### src/rtl/i2c_pkg.sv
// Shared types and constants for the two-requester I2C master arbiter.
// Holds the FSM encoding, default sizes and the valid/ready handshake helper.
package i2c_pkg;

  localparam int DATA_DEPTH_DEFAULT = 8;
  localparam int NUM_REQ_FIXED      = 2;

  typedef enum logic [1:0] {
    ST_IDLE  = 2'd0,
    ST_ISSUE = 2'd1,
    ST_XFER  = 2'd2
  } state_t;

  // A transfer on any valid/ready channel happens on a cycle with both high.
  function automatic logic hs(input logic valid, input logic ready);
    return valid & ready;
  endfunction

endpackage

### src/rtl/rr_arbiter2.sv
// Combinational two-way round-robin pick; on a tie the requester that was
// not granted last time wins.
module rr_arbiter2 (
  input  logic [1:0] req,
  input  logic       last_gnt,
  output logic       gnt_valid,
  output logic       gnt_idx
);

  always_comb begin
    gnt_valid = |req;
    if (req == 2'b11) begin
      gnt_idx = ~last_gnt;
    end else begin
      gnt_idx = req[1];
    end
  end

endmodule

### src/rtl/i2c_master_arbiter.sv
// Shares one I2C master between two requesters: round-robin command accept,
// address/byte-count issue, then data channels routed to the granted requester.
module i2c_master_arbiter
  import i2c_pkg::*;
#(
  parameter int DATA_DEPTH = DATA_DEPTH_DEFAULT,
  parameter int NUM_REQ    = NUM_REQ_FIXED
) (
  input  logic                            i_clk,
  input  logic                            i_rst,
  input  logic [NUM_REQ*2*DATA_DEPTH-1:0] i_cmd_bits,
  input  logic [NUM_REQ-1:0]              i_cmd_valid,
  output logic [NUM_REQ-1:0]              o_cmd_ready,
  input  logic [NUM_REQ*DATA_DEPTH-1:0]   i_wr_bits,
  input  logic [NUM_REQ-1:0]              i_wr_valid,
  output logic [NUM_REQ-1:0]              o_wr_ready,
  output logic [DATA_DEPTH-1:0]           o_rd_bits,
  output logic [NUM_REQ-1:0]              o_rd_valid,
  input  logic [NUM_REQ-1:0]              i_rd_ready,
  output logic [NUM_REQ-1:0]              o_done,
  output logic [NUM_REQ-1:0]              o_nak,
  output logic                            o_m_start,
  output logic [DATA_DEPTH-1:0]           o_m_addr_bits,
  output logic                            o_m_addr_valid,
  input  logic                            i_m_addr_ready,
  output logic [DATA_DEPTH-1:0]           o_m_nbytes_bits,
  output logic                            o_m_nbytes_valid,
  input  logic                            i_m_nbytes_ready,
  output logic [DATA_DEPTH-1:0]           o_m_wr_bits,
  output logic                            o_m_wr_valid,
  input  logic                            i_m_wr_ready,
  input  logic [DATA_DEPTH-1:0]           i_m_rd_bits,
  input  logic                            i_m_rd_valid,
  output logic                            o_m_rd_ready,
  input  logic                            i_m_nak,
  input  logic                            i_m_done
);

  state_t                  state_reg, state_next;
  logic                    win_reg, win_next;
  logic                    last_gnt_reg, last_gnt_next;
  logic [DATA_DEPTH-1:0]   addr_reg, addr_next;
  logic [DATA_DEPTH-1:0]   nbytes_reg, nbytes_next;
  logic                    addr_pend_reg, addr_pend_next;
  logic                    nbytes_pend_reg, nbytes_pend_next;
  logic                    start_reg, start_next;

  logic [2*DATA_DEPTH-1:0] cmd_arr [NUM_REQ];
  logic [DATA_DEPTH-1:0]   wr_arr  [NUM_REQ];
  logic [2*DATA_DEPTH-1:0] cmd_sel;
  logic                    gnt_valid;
  logic                    gnt_idx;
  logic                    active;

  for (genvar gi = 0; gi < NUM_REQ; gi++) begin : g_unpack
    assign cmd_arr[gi] = i_cmd_bits[gi*2*DATA_DEPTH +: 2*DATA_DEPTH];
    assign wr_arr[gi]  = i_wr_bits[gi*DATA_DEPTH +: DATA_DEPTH];
  end

  rr_arbiter2 u_arb (
    .req       (i_cmd_valid[1:0]),
    .last_gnt  (last_gnt_reg),
    .gnt_valid (gnt_valid),
    .gnt_idx   (gnt_idx)
  );

  assign cmd_sel = cmd_arr[gnt_idx];
  assign active  = (state_reg != ST_IDLE);

  always_ff @(posedge i_clk or posedge i_rst) begin
    if (i_rst) begin
      state_reg       <= ST_IDLE;
      win_reg         <= 1'b0;
      last_gnt_reg    <= 1'b1;
      addr_reg        <= '0;
      nbytes_reg      <= '0;
      addr_pend_reg   <= 1'b0;
      nbytes_pend_reg <= 1'b0;
      start_reg       <= 1'b0;
    end else begin
      state_reg       <= state_next;
      win_reg         <= win_next;
      last_gnt_reg    <= last_gnt_next;
      addr_reg        <= addr_next;
      nbytes_reg      <= nbytes_next;
      addr_pend_reg   <= addr_pend_next;
      nbytes_pend_reg <= nbytes_pend_next;
      start_reg       <= start_next;
    end
  end

  always_comb begin
    state_next       = state_reg;
    win_next         = win_reg;
    last_gnt_next    = last_gnt_reg;
    addr_next        = addr_reg;
    nbytes_next      = nbytes_reg;
    addr_pend_next   = addr_pend_reg;
    nbytes_pend_next = nbytes_pend_reg;
    start_next       = 1'b0;
    o_cmd_ready      = '0;

    case (state_reg)
      ST_IDLE: begin
        // Ready is held low while reset is applied so every output reads 0.
        if (gnt_valid && !i_rst) begin
          o_cmd_ready[gnt_idx] = 1'b1;
          win_next             = gnt_idx;
          addr_next            = cmd_sel[DATA_DEPTH-1:0];
          nbytes_next          = cmd_sel[2*DATA_DEPTH-1:DATA_DEPTH];
          addr_pend_next       = 1'b1;
          nbytes_pend_next     = 1'b1;
          start_next           = 1'b1;
          state_next           = ST_ISSUE;
        end
      end
      ST_ISSUE: begin
        if (hs(o_m_addr_valid, i_m_addr_ready)) begin
          addr_pend_next = 1'b0;
        end
        if (hs(o_m_nbytes_valid, i_m_nbytes_ready)) begin
          nbytes_pend_next = 1'b0;
        end
        if (!addr_pend_next && !nbytes_pend_next) begin
          state_next = ST_XFER;
        end
      end
      default: begin
      end
    endcase

    // Master completion wins over anything still pending in ISSUE.
    if (active && i_m_done) begin
      state_next       = ST_IDLE;
      last_gnt_next    = win_reg;
      addr_pend_next   = 1'b0;
      nbytes_pend_next = 1'b0;
      start_next       = 1'b0;
    end
  end

  assign o_m_start        = start_reg;
  assign o_m_addr_bits    = addr_reg;
  assign o_m_nbytes_bits  = nbytes_reg;
  assign o_m_addr_valid   = (state_reg == ST_ISSUE) && addr_pend_reg;
  assign o_m_nbytes_valid = (state_reg == ST_ISSUE) && nbytes_pend_reg;

  assign o_m_wr_valid = active && i_wr_valid[win_reg];
  assign o_m_wr_bits  = active ? wr_arr[win_reg] : '0;
  assign o_m_rd_ready = active && i_rd_ready[win_reg];
  assign o_rd_bits    = active ? i_m_rd_bits : '0;

  always_comb begin
    o_wr_ready = '0;
    o_rd_valid = '0;
    o_done     = '0;
    o_nak      = '0;
    if (active) begin
      o_wr_ready[win_reg] = i_m_wr_ready;
      o_rd_valid[win_reg] = i_m_rd_valid;
      o_done[win_reg]     = i_m_done;
      o_nak[win_reg]      = i_m_done && i_m_nak;
    end
  end

endmodule

### config.mk
export PLATFORM = sky130hd
export DESIGN_NAME = i2c_master_arbiter
export DESIGN_NICKNAME = d
export VERILOG_FILES = /design/src/rtl/i2c_pkg.sv /design/src/rtl/rr_arbiter2.sv /design/src/rtl/i2c_master_arbiter.sv
export SDC_FILE = /design/constraint.sdc
export NUM_CORES = 1
export LEC_CHECK = 0
export BUFFER_PORTS_ARGS = -buffer_cell sky130_fd_sc_hd__clkbuf_2
export CAP_MARGIN = 0
export CORE_UTILIZATION = 39
export DETAILED_ROUTE_END_ITERATION = 6
export PLACE_DENSITY = 0.81
export SLEW_MARGIN = 20
export SYNTH_ARGS = -nofsm -noshare
export SYNTH_HDL_FRONTEND = slang
export SYNTH_SLANG_ARGS = --single-unit
### constraint.sdc
create_clock -name i_clk -period 1.8 [get_ports i_clk]
set_clock_uncertainty 0.2 [all_clocks]
set_input_delay 0 -clock i_clk [delete_from_list [all_inputs] [get_ports i_clk]]
set_output_delay 0 -clock i_clk [all_outputs]
set_load 0.03 [all_outputs]
==> results of run 1 <==
## power breakdown
| part | switching, mW | internal, mW |
|---|---|---|
| combinational | 1.57 | 0.942 |
| sequential | 0.169 | 0.764 |
| clock | 0.140 | 0.0862 |
## cell usage in the layout, fill, tap and decap left out, types with 2 or more instances in the layout
master,count
sky130_fd_sc_hd__and3_1,2
sky130_fd_sc_hd__clkbuf_4,4
sky130_fd_sc_hd__nor3_2,10
sky130_fd_sc_hd__nor2_1,12
sky130_fd_sc_hd__and2_1,12
sky130_fd_sc_hd__nor3b_1,2
sky130_fd_sc_hd__dfrtp_2,2
sky130_fd_sc_hd__mux2i_1,10
sky130_fd_sc_hd__buf_6,2
sky130_fd_sc_hd__o22a_1,2
sky130_fd_sc_hd__a221o_1,16
sky130_fd_sc_hd__nand2_1,17
sky130_fd_sc_hd__dlygate4sd3_1,37
sky130_fd_sc_hd__clkbuf_2,108
sky130_fd_sc_hd__and3_4,2
sky130_fd_sc_hd__buf_4,10
sky130_fd_sc_hd__buf_2,3
sky130_fd_sc_hd__dfrtp_1,20
sky130_fd_sc_hd__a21o_1,2
sky130_fd_sc_hd__a21oi_1,3
sky130_fd_sc_hd__nor3_1,6
sky130_fd_sc_hd__inv_1,5
## area by class of cell
cell class | count | area (µm²) | area share [%]
Clock buffer | 4 | 26.3 | 1.04
Inverter | 5 | 18.8 | 0.743
Multi-Input combinational cell | 107 | 781 | 30.9
Sequential cell | 23 | 579 | 22.9
Tap cell | 46 | 57.6 | 2.28
Timing Repair Buffer | 163 | 1060 | 42.1
## metal layers
layer	GRT usage [%]	wire, µm
met1	28.9	1830
met4	4.07	22
met2	45.1	2510
met5	0	0
met3	4.01	181
## cell families (layout without fill, tap and decap cells)
kind of cell | count (synthesis) | count (layout) | synth area share [%]
simple gates | 70 | 70 | 28.0
flops | 23 | 23 | 40.4
compound gates | 27 | 27 | 16.7
buf+inv | 18 | 172 | 7.89
mux | 10 | 10 | 7.01
## how the worst max path moves through the flow
stage,from,endpoint,slack [ps],cells after the start
3_5_place_dp,state_reg[1],o_m_addr_bits[5],110,3
6_report,state_reg[1],o_rd_valid[1],60,4
3_3_place_gp,state_reg[1],o_m_addr_bits[7],190,3
4_1_cts,state_reg[1],o_cmd_ready[0],-40,4
2_1_floorplan,state_reg[1],o_cmd_ready[0],90,4
5_1_grt,state_reg[1],o_rd_valid[1],-20,4
## metrics by stage
stage | worst slack, ps | utilization, % | hold slack [ps] | TNS (ps) | total power [mW]
after global placement | 193 | 59.9 | -314 | 0 | 3.20
after floorplan | 90.1 | - | -199 | 0 | 2.64
final | 64.6 | 74.0 | 69.0 | 0 | 3.67
after CTS | -37.8 | 73.3 | 67.8 | -39.5 | 3.64
after global routing | -16.6 | 74.0 | 68.6 | -62.7 | 3.92
after detailed placement | 106 | 59.9 | -300 | 0 | 3.26
## worst max-delay path, cell delays in order, from the launching register on
cell,delay [ps]
sky130_fd_sc_hd__dfrtp_2,470
sky130_fd_sc_hd__or2_4,270
sky130_fd_sc_hd__buf_4,160
sky130_fd_sc_hd__and3_1,170
sky130_fd_sc_hd__buf_2,170
## repair_timing
action                                 4_1_cts  5_1_grt
resized for setup                           12       16
hold buffers                                37        0
setup endpoints to repair                    3       15
setup buffers                                3        1
endpoints found under the hold margin       44        0
pin swaps                                    2        2
==> out/qor_table.md, run 1 <==
| Quantity | This run | Unit |
| --- | --- | --- |
| Run status | finished clean | - |
| Nets@finish | 373 | - |
| Worst Hold Path EP | o_m_start | - |
| Post-synth design cell area | 1430 | µm² |
| Port Buffers | 116 | - |
| Placer's final routability congestion estimate | 0.716 | - |
| Number of inserted filler cells in the final layout | 263 | - |
| Leading post-synthesis cells by cell area | sky130_fd_sc_hd__dfrtp_1 (39%), sky130_fd_sc_hd__a221o_1 (11%), sky130_fd_sc_hd__mux2i_1 (7.0%), sky130_fd_sc_hd__nor3_2 (7.0%), sky130_fd_sc_hd__and2_1 (5.3%) | - |
| Critical register-to-register path endpoint | o_m_addr_bits[5] | - |
| Areal power density over the cells | 1450 | nW/µm² |
| Final setup violation count | 0 | - |
| Class of the most critical hold timing path | primary input to flop | - |
| Worst slew margin relative to its limit | 47.6 | % |
| Initial Util | 41.8 | % |
| Nets in the synthesized netlist | 218 | - |
| Count of pins over their slew limit | 0 | - |
| Most used flip-flop cell after synthesis | sky130_fd_sc_hd__dfrtp_1 | - |
| Antenna violations before repair | 0 | - |
| Std-Cell Core Area | 3420 | µm² |
| Max Root-Sink Buffers | 2 | - |
| Number of global-route vias before repair | 1654 | - |
| Hold Path Origin | i_cmd_valid[0] | - |
| Iteration-0 DRC Markers | 129 | - |
| Post-detail-place hpwl | 3140 | µm |
| Number of clock sinks seen by CTS | 23 | - |
| Depth of the CTS H-tree | 1 | - |
| Setup repair after global routing missed its margin | yes | - |
| Flop2flop setup slack | 120 | ps |
| Clock transition at path regs | 110 | ps |
| Residual DRC count | 0 | - |
| Maxcap violations | 0 | - |
| Final hold vios | 0 | - |
| Overall routing resource usage | 24.1 | % |
| Worst-case reg-to-reg path depth | 4 | - |
| Number of standard cells in the final layout excluding fillers | 348 | - |
| Worst vdd rail ir drop | 949 | µV |
| Arrival time at the worst endpoint | 1540 | ps |
| Die Outline Area | 3910 | µm² |
| Setup Crit Path Kind | flop to primary output | - |
| Clk Latency, worst-skew pair | 300 | ps |
| Non-Filler Cell Area, Final | 2530 | µm² |
| Vias after detailed routing | 1669 | - |
| Shortest clock period the worst path allows after layout | 1740 | ps |
| Count of antenna-violating nets left after detailed routing | 0 | - |
| Antenna diode count | 0 | - |
| Grt total ovfl | 0 | - |
| Total clock buffers created by CTS | 3 | - |
| Leakage component of the power | 1.33 | nW |
| Die extent in x | 62.5 | µm |
| Hold Path Depth | 3 | - |
| Sum of routed wire length over all layers | 4550 | µm |
| Rows | 21 | - |
| Yosys warnings | 0 | - |
| Cell Area, Placed | 2040 | µm² |
| Average detailed-routed wire length per instance | 13.1 | µm |
| Achievable clock frequency | 576 | MHz |
| Gate count after technology mapping | 148 | - |
| Count of state elements after synthesis | 23 | - |
| Data required time at the worst endpoint | 1600 | ps |
| Capturing element type of the critical path | primary output | - |
| Ranking of synthesized cells by instance count | sky130_fd_sc_hd__dfrtp_1 (22), sky130_fd_sc_hd__nand2_1 (17), sky130_fd_sc_hd__a221o_1 (16) | - |
| Worst Tran Pin Value | 786 | ps |
| Placed instance count | 304 | - |
| Number of primary I/O pins | 117 | - |
| Fraction of synthesized cell area taken by the top area cell type | 38.6 | % |
| Drt pass-1 iters | 5 | - |
| Syn-to-layout area delta | 77.0 | % |
| Fraction of registers with async set or reset after synthesis | 100 | % |
| Fraction of layout instances using a drive strength above 1 | 50.0 | % |
| Most frequent cell after synthesis | sky130_fd_sc_hd__dfrtp_1 | - |
| Largest net degree at the start of global routing | 22 | - |
| Leading area contributor after synthesis | sky130_fd_sc_hd__dfrtp_1 | - |
| Reg-to-reg startpoint | state_reg[0] | - |
| Vias per cell | 4.80 | - |
| Synthesized area divided by synthesized cell count | 9.65 | µm² |
| Type of origin of the critical path | flop | - |
| Number of distinct library cells after synthesis | 29 | - |
| Final period utilization | 96.4 | % |
| Peak fanout along the critical path | 9 | - |
| Number of enable flip-flop cells after synthesis | 0 | - |
| TritonCTS clock tree | done | - |
| Die H | 62.5 | µm |
| Register area share after synthesis | 40.4 | % |
| Root Driver | sky130_fd_sc_hd__clkbuf_4 | - |
| First-pass GRT wire length | 7520 | µm |
Power figures use the tool's default switching activity.
==> inputs of run 2 (changes only) <==
- CORE_UTILIZATION: 39 -> 38
- CTS_CLUSTER_DIAMETER: default -> 150
- SYNTH_HIERARCHICAL: default -> 1
==> run 2 against run 1 <==
Clock power hardly changed. Hold slack gained 11 ps. First-iteration DRC count is 74% lower. Non-clock buffer count grew 3. Register-to-register slack lost 50 ps. Design area is 1.4% lower. Utilization is 0.077 points higher. Setup slack better by 1.3 ps. Sequential cell count did not move.
==> out/qor_table.md, run 2 <==
| Quantity | This run | Unit |
| --- | --- | --- |
| Register area share after synthesis | 43.1 | % |
| Rows | 21 | - |
| Critical path, cell by cell | or2_4, and3_1, and2_1, buf_4 | - |
| Capturing element type of the critical path | primary output | - |
| Count of antenna-violating nets left after detailed routing | 0 | - |
| Sum of routed wire length over all layers | 4410 | µm |
| Run status | finished clean | - |
| Total clock buffers created by CTS | 3 | - |
| Leakage component of the power | 1.35 | nW |
| Ranking of synthesized cells by instance count | sky130_fd_sc_hd__nor2_1 (29), sky130_fd_sc_hd__mux2i_1 (26), sky130_fd_sc_hd__dfrtp_1 (22) | - |
| Fraction of the mapped netlist area in compound gates | 10.7 | % |
| Antenna diode count | 0 | - |
| Root Driver | sky130_fd_sc_hd__clkbuf_4 | - |
| Critical register-to-register path endpoint | o_m_addr_bits[7] | - |
| Type of origin of the critical path | flop | - |
| Nets in the synthesized netlist | 212 | - |
| Non-Filler Cell Area, Final | 2490 | µm² |
| Arrival time at the worst endpoint | 1530 | ps |
| Total power after layout | 3.24 | mW |
| Achievable clock frequency | 577 | MHz |
| Port Buffers | 116 | - |
| Syn-to-layout area delta | 86.2 | % |
| Vias after detailed routing | 1605 | - |
| Worst-case reg-to-reg path depth | 5 | - |
| Residual DRC count | 0 | - |
| Simple logic cell fraction of the synthesized area | 20.7 | % |
| Count of pins over their slew limit | 0 | - |
| Maxcap violations | 0 | - |
| XOR/XNOR Fraction of Synth Area | 0 | % |
| Die extent in x | 61.3 | µm |
| Fraction of layout instances using a drive strength above 1 | 47.0 | % |
| Most frequent cell after synthesis | sky130_fd_sc_hd__nor2_1 | - |
| Final period utilization | 96.3 | % |
| Overall routing resource usage | 23.2 | % |
| Nets@finish | 373 | - |
| Main combinational cell family by area after synthesis | simple AND/OR/NAND/NOR gates | - |
| Post-detail-place hpwl | 2710 | µm |
| TritonCTS clock tree | done | - |
| Flop2flop setup slack | 70 | ps |
| Max Root-Sink Buffers | 2 | - |
| Worst Tran Pin Value | 300 | ps |
| Iteration-0 DRC Markers | 34 | - |
| Data required time at the worst endpoint | 1600 | ps |
| Depth of the CTS H-tree | 1 | - |
| Count of state elements after synthesis | 23 | - |
| Worst vdd rail ir drop | 727 | µV |
| Final hold vios | 0 | - |
| Cell Area, Placed | 1990 | µm² |
| Worst slew margin relative to its limit | 79.9 | % |
| CP peak stage delay | 450 | ps |
| Library cell contributing the largest single delay on the critical path | sky130_fd_sc_hd__dfrtp_2 | - |
| Gate count after technology mapping | 142 | - |
| Drt pass-1 iters | 6 | - |
| Leading post-synthesis cells by cell area | sky130_fd_sc_hd__dfrtp_1 (41%), sky130_fd_sc_hd__mux2i_1 (19%), sky130_fd_sc_hd__nor2_1 (8.1%), sky130_fd_sc_hd__a21oi_1 (6.7%), sky130_fd_sc_hd__and2_1 (5.1%) | - |
| Shortest clock period the worst path allows after layout | 1730 | ps |
| Clk Latency, worst-skew pair | 300 | ps |
| Number of global-route vias before repair | 1477 | - |
| Number of distinct library cells after synthesis | 25 | - |
| Clock transition at path regs | 120 | ps |
| Initial Util | 39.8 | % |
| Commonest cells after routing, fill and taps aside | sky130_fd_sc_hd__clkbuf_2 (111), sky130_fd_sc_hd__dlygate4sd3_1 (37), sky130_fd_sc_hd__nor2_1 (29), sky130_fd_sc_hd__mux2i_1 (26), sky130_fd_sc_hd__dfrtp_1 (20) | - |
| Number of primary I/O pins | 117 | - |
| Number of enable flip-flop cells after synthesis | 0 | - |
| Setup repair after global routing missed its margin | yes | - |
| Post-synth design cell area | 1340 | µm² |
| Setup Crit Path Kind | flop to primary output | - |
| Final setup violation count | 0 | - |
| Placer's final routability congestion estimate | 0.719 | - |
| Yosys warnings | 6 | - |
| Reg-to-reg startpoint | state_reg[1] | - |
| Largest net degree at the start of global routing | 23 | - |
| Std-Cell Core Area | 3360 | µm² |
| First-pass GRT wire length | 6420 | µm |
| Fraction of registers with async set or reset after synthesis | 100 | % |
| Fraction of synthesized cell area taken by the top area cell type | 41.2 | % |
| Antenna violations before repair | 0 | - |
| Number of clock sinks seen by CTS | 23 | - |
| Mux share of post-synthesis cell area | 20.3 | % |
| Leading area contributor after synthesis | sky130_fd_sc_hd__dfrtp_1 | - |
| Placed instance count | 300 | - |
| Die Outline Area | 3760 | µm² |
| Number of standard cells in the final layout excluding fillers | 348 | - |
| Critical path endpoint | o_nak[1] | - |
| Adder-Cell Fraction of Synth Area | 0 | % |
| Vias per cell | 4.61 | - |
| Most used flip-flop cell after synthesis | sky130_fd_sc_hd__dfrtp_1 | - |
| Aggregate negative setup slack | 0 | ps |
| Grt total ovfl | 0 | - |
| Class of the most critical hold timing path | primary input to asynchronous set/reset pin | - |
| Synthesized area divided by synthesized cell count | 9.42 | µm² |
| CP startpoint | state_reg[0] | - |
| Die H | 61.3 | µm |
| Peak fanout along the critical path | 3 | - |
| Areal power density over the cells | 1300 | nW/µm² |
| Leading cell type in the layout, fill and taps excluded | sky130_fd_sc_hd__clkbuf_2 | - |
| Average detailed-routed wire length per instance | 12.7 | µm |
-- run 2: worst max-delay path: cells and delay by family, from the launching register on --
family / cells / cell delay, ps
and+or+nand+nor: 3 / 620
DFF: 1 / 450
buffers and inverters: 1 / 160
-- run 2: area by class of cell --
cell class	count	area, µm²
tap	46	57.6
sequential	23	579
multi-input combinational	106	717
clock buffer	4	26.3
fill	267	872
timing repair buffer	166	1100
inverter	3	11.3
-- run 2: timing repair --
item,4_1_cts,5_1_grt
gates resized for setup,6,12
hold endpoints to repair,44,0
gates cloned,1,0
setup buffers,5,1
hold buffers,37,0
setup endpoints to repair,4,5
pin swaps,2,1
-- run 2: metal layers --
layer | track usage (%) | wire length (µm)
met4 | 4.13 | 40
met5 | 0 | 0
met3 | 5.25 | 184
met1 | 26.0 | 1690
met2 | 45.2 | 2490
-- run 2: logic make-up after synthesis --
group,count (synthesis)
AND/OR/NAND/NOR,54
multiplexers,27
AO/OA/AOI/OAI,25
flip-flops,23
buffers and inverters,13
-- run 2: worst min path at each step --
stage | startpoint | endpoint | slack [ps] | cells past startpoint
finish | i_rst | last_gnt_reg | 80 | 3
detailed placement | i_rst | last_gnt_reg | -150 | 2
floorplan | i_rst | addr_pend_reg | -200 | 1
global placement | i_rst | last_gnt_reg | -160 | 2
CTS | i_rst | last_gnt_reg | 70 | 3
global route | i_rst | last_gnt_reg | 70 | 3
-- run 2: power by group --
part           total (mW)  internal [mW]  switching, mW
registers           0.909          0.756          0.153
logic                2.10          0.792           1.31
clock network       0.229         0.0864          0.143
-- run 2: stage by stage --
| stage | setup slack, ps | utilization [%] | hold slack (ps) |
|---|---|---|---|
| after global routing | -24.6 | 74.1 | 72.0 |
| after global placement | 224 | 59.1 | -155 |
| final | 65.9 | 74.1 | 79.6 |
| after floorplan | 145 | - | -199 |
| after detailed placement | 175 | 59.1 | -154 |
| after CTS | 1.74 | 73.3 | 66.8 |
==> inputs of run 3 (changes only) <==
- ABC_AREA: default -> 1
- PLACE_DENSITY: 0.81 -> 0.79
- SKIP_CTS_REPAIR_TIMING: default -> 1
==> run 3 against run 2 <==
Via count is 22% higher. Sequential cell count stayed put. Global-route usage is 2.6 points lower. Wire length is 14% higher. Highest routed layer unchanged. Largest power group unchanged. Design area is 0.90% lower.
==> out/qor_table.md, run 3 <==
| Quantity | This run | Unit |
| --- | --- | --- |
| Nets@finish | 434 | - |
| Number of primary I/O pins | 117 | - |
| Data required time at the worst endpoint | 1600 | ps |
| Type of origin of the critical path | flop | - |
| Clock transition at path regs | 120 | ps |
| Count of state elements after synthesis | 23 | - |
| Achievable clock frequency | 594 | MHz |
| Leading post-synthesis cells by cell area | sky130_fd_sc_hd__dfrtp_1 (39%), sky130_fd_sc_hd__nand2_1 (22%), sky130_fd_sc_hd__inv_1 (7.3%), sky130_fd_sc_hd__nand3_1 (6.8%), sky130_fd_sc_hd__a21oi_1 (5.0%) | - |
| First-pass GRT wire length | 6620 | µm |
| Setup repair after global routing missed its margin | yes | - |
| Drt pass-1 iters | 4 | - |
| Setup Crit Path Kind | flop to primary output | - |
| Critical path, cell by cell | clkinvlp_4, nor3_1, clkbuf_2 | - |
| Count of antenna-violating nets left after detailed routing | 0 | - |
| Peak fanout along the critical path | 16 | - |
| Overall routing resource usage | 20.6 | % |
| Residual DRC count | 0 | - |
| Post-detail-place hpwl | 3090 | µm |
| Total clock buffers created by CTS | 3 | - |
| Total power after layout | 3.65 | mW |
| Max Root-Sink Buffers | 2 | - |
| Depth of the CTS H-tree | 1 | - |
| CP peak stage delay | 410 | ps |
| End-of-flow core utilization | 72.3 | % |
| Port Buffers | 116 | - |
| Leakage component of the power | 1.48 | nW |
| Final hold vios | 0 | - |
| Std-Cell Core Area | 3420 | µm² |
| Number of global-route vias before repair | 1636 | - |
| Antenna violations before repair | 0 | - |
| Capturing element type of the critical path | primary output | - |
| Gate count after technology mapping | 203 | - |
| Internal | 1.60 | mW |
| Library cell contributing the largest single delay on the critical path | sky130_fd_sc_hd__dfrtp_1 | - |
| TritonCTS clock tree | done | - |
| Most used flip-flop cell after synthesis | sky130_fd_sc_hd__dfrtp_1 | - |
| Ranking of synthesized cells by instance count | sky130_fd_sc_hd__nand2_1 (82), sky130_fd_sc_hd__inv_1 (27), sky130_fd_sc_hd__dfrtp_1 (22) | - |
| Count of pins over their slew limit | 0 | - |
| Final setup violation count | 0 | - |
| Post-synth design cell area | 1390 | µm² |
| Die extent in x | 62.6 | µm |
| Power share of the clock group | 6.5 | % |
| Rows | 21 | - |
| Iteration-0 DRC Markers | 78 | - |
| Class of the most critical hold timing path | primary input to flop | - |
| Commonest cells after routing, fill and taps aside | sky130_fd_sc_hd__clkbuf_2 (114), sky130_fd_sc_hd__nand2_1 (81), sky130_fd_sc_hd__dlygate4sd3_1 (36), sky130_fd_sc_hd__inv_1 (26), sky130_fd_sc_hd__dfrtp_1 (21) | - |
| Yosys warnings | 6 | - |
| Leading area contributor after synthesis | sky130_fd_sc_hd__dfrtp_1 | - |
| Nets in the synthesized netlist | 273 | - |
| Sum of routed wire length over all layers | 5030 | µm |
| Initial Util | 40.8 | % |
| Leading cell type in the layout, fill and taps excluded | sky130_fd_sc_hd__clkbuf_2 | - |
| Switching share of total power | 56.0 | % |
| Die H | 62.6 | µm |
| Register area share after synthesis | 41.4 | % |
| Placer's final routability congestion estimate | 0.694 | - |
| Die Outline Area | 3910 | µm² |
| Fraction of power consumed by combinational cells | 67.8 | % |
| Syn-to-layout area delta | 77.1 | % |
| Antenna diode count | 0 | - |
| Maxcap violations | 0 | - |
| Vias after detailed routing | 1953 | - |
| Number of distinct library cells after synthesis | 19 | - |
| Run status | finished clean | - |
| Arrival time at the worst endpoint | 1480 | ps |
| Vias per cell | 4.78 | - |
| Grt total ovfl | 0 | - |
| Number of enable flip-flop cells after synthesis | 0 | - |
| Worst Tran Pin Value | 521 | ps |
| Fraction of synthesized cell area taken by the top area cell type | 39.5 | % |
| Gate family responsible for the most delay along the worst path | buffers and inverters | - |
| Areal power density over the cells | 1480 | nW/µm² |
| Combined buffer and inverter count along the critical path | 2 | - |
| Shortest clock period the worst path allows after layout | 1680 | ps |
| Worst vdd rail ir drop | 751 | µV |
| Synthesized area divided by synthesized cell count | 6.87 | µm² |
| Average detailed-routed wire length per instance | 12.3 | µm |
| Most frequent cell after synthesis | sky130_fd_sc_hd__nand2_1 | - |
| Number of clock sinks seen by CTS | 23 | - |
| Fraction of layout instances using a drive strength above 1 | 38.8 | % |
| Register share of total power | 25.7 | % |
| Worst slew margin relative to its limit | 65.2 | % |
| Number of inserted filler cells in the final layout | 266 | - |
| Final period utilization | 93.5 | % |
| Net Sw Power | 2.04 | mW |
| Root Driver | sky130_fd_sc_hd__clkbuf_4 | - |
| Clk Latency, worst-skew pair | 310 | ps |
| Fraction of registers with async set or reset after synthesis | 100 | % |
| Largest net degree at the start of global routing | 23 | - |
==> run 3: worst paths after layout <==
check / depth (start not counted) / slack (ps) / endpoint / start
min in group asynchronous: 3 / 50 / o_m_start / i_rst
max in group asynchronous: 4 / 810 / o_m_nbytes_bits[4] / i_rst
setup / recovery: 3 / 120 / o_wr_ready[1] / win_reg
hold / removal: 6 / 30 / o_m_addr_bits[5] / i_cmd_valid[0]
hold reg to reg: 2 / 310 / o_m_addr_bits[6] / o_m_addr_bits[6]
setup reg to reg: 6 / 250 / o_m_nbytes_bits[2] / state_reg[0]
==> run 3: cell type report <==
cell class              count  area (µm²)  share of cell area (%)
flip-flops and latches     23         578                    23.4
repair buffers            164        1030                    41.9
inverters                  27         105                    4.26
well taps                  46        57.6                    2.33
clock buffers               4        26.3                    1.06
multi-input cells         145         668                    27.1
==> run 3: logic make-up after synthesis <==
family	share of synthesized area, %
flip-flops	41.4
AND/OR/NAND/NOR	40.6
AO/OA/AOI/OAI	6.82
buffers and inverters	11.2
==> run 3: power by group through the flow <==
stage | registers (mW) | logic (mW) | clock network, mW
after floorplan | 1.26 | 1.33 | 0
after global placement | 0.919 | 2.29 | 0
after detailed placement | 0.911 | 2.32 | 0
after CTS | 0.910 | 2.32 | 0.239
after global routing | 0.960 | 2.68 | 0.267
final | 0.936 | 2.47 | 0.238
==> run 3: routing by layer <==
layer  up-vias  routed length (µm)  share of wire, %  GRT usage, %
met5         -                   0                 0             0
met4         0                 119               2.4          5.23
met3        14                 413               8.2          4.38
met2       119                2520                50          40.9
met1       873                1970                39          21.5
li1        947                   -                 -             -
==> run 3: through the flow <==
stage               setup TNS, ps  setup WS, ps  hold slack [ps]  instances  instance area, µm²
floorplan                       0           170             -199        203                1390
global placement                0           369             -151        362                2010
detailed placement              0           344             -146        362                2010
CTS                         -10.2         -10.2             -487        366                2040
global route                -11.0         -9.97             31.0        409                2470
finish                          0           117             29.4        409                2470
==> run 3: worst min-delay path: cells and delay by family <==
kind | cells | cell delay [ps]
buffers and inverters | 2 | 240
AOI/OAI and AO/OA | 1 | 80
and+or+nand+nor | 3 | 180
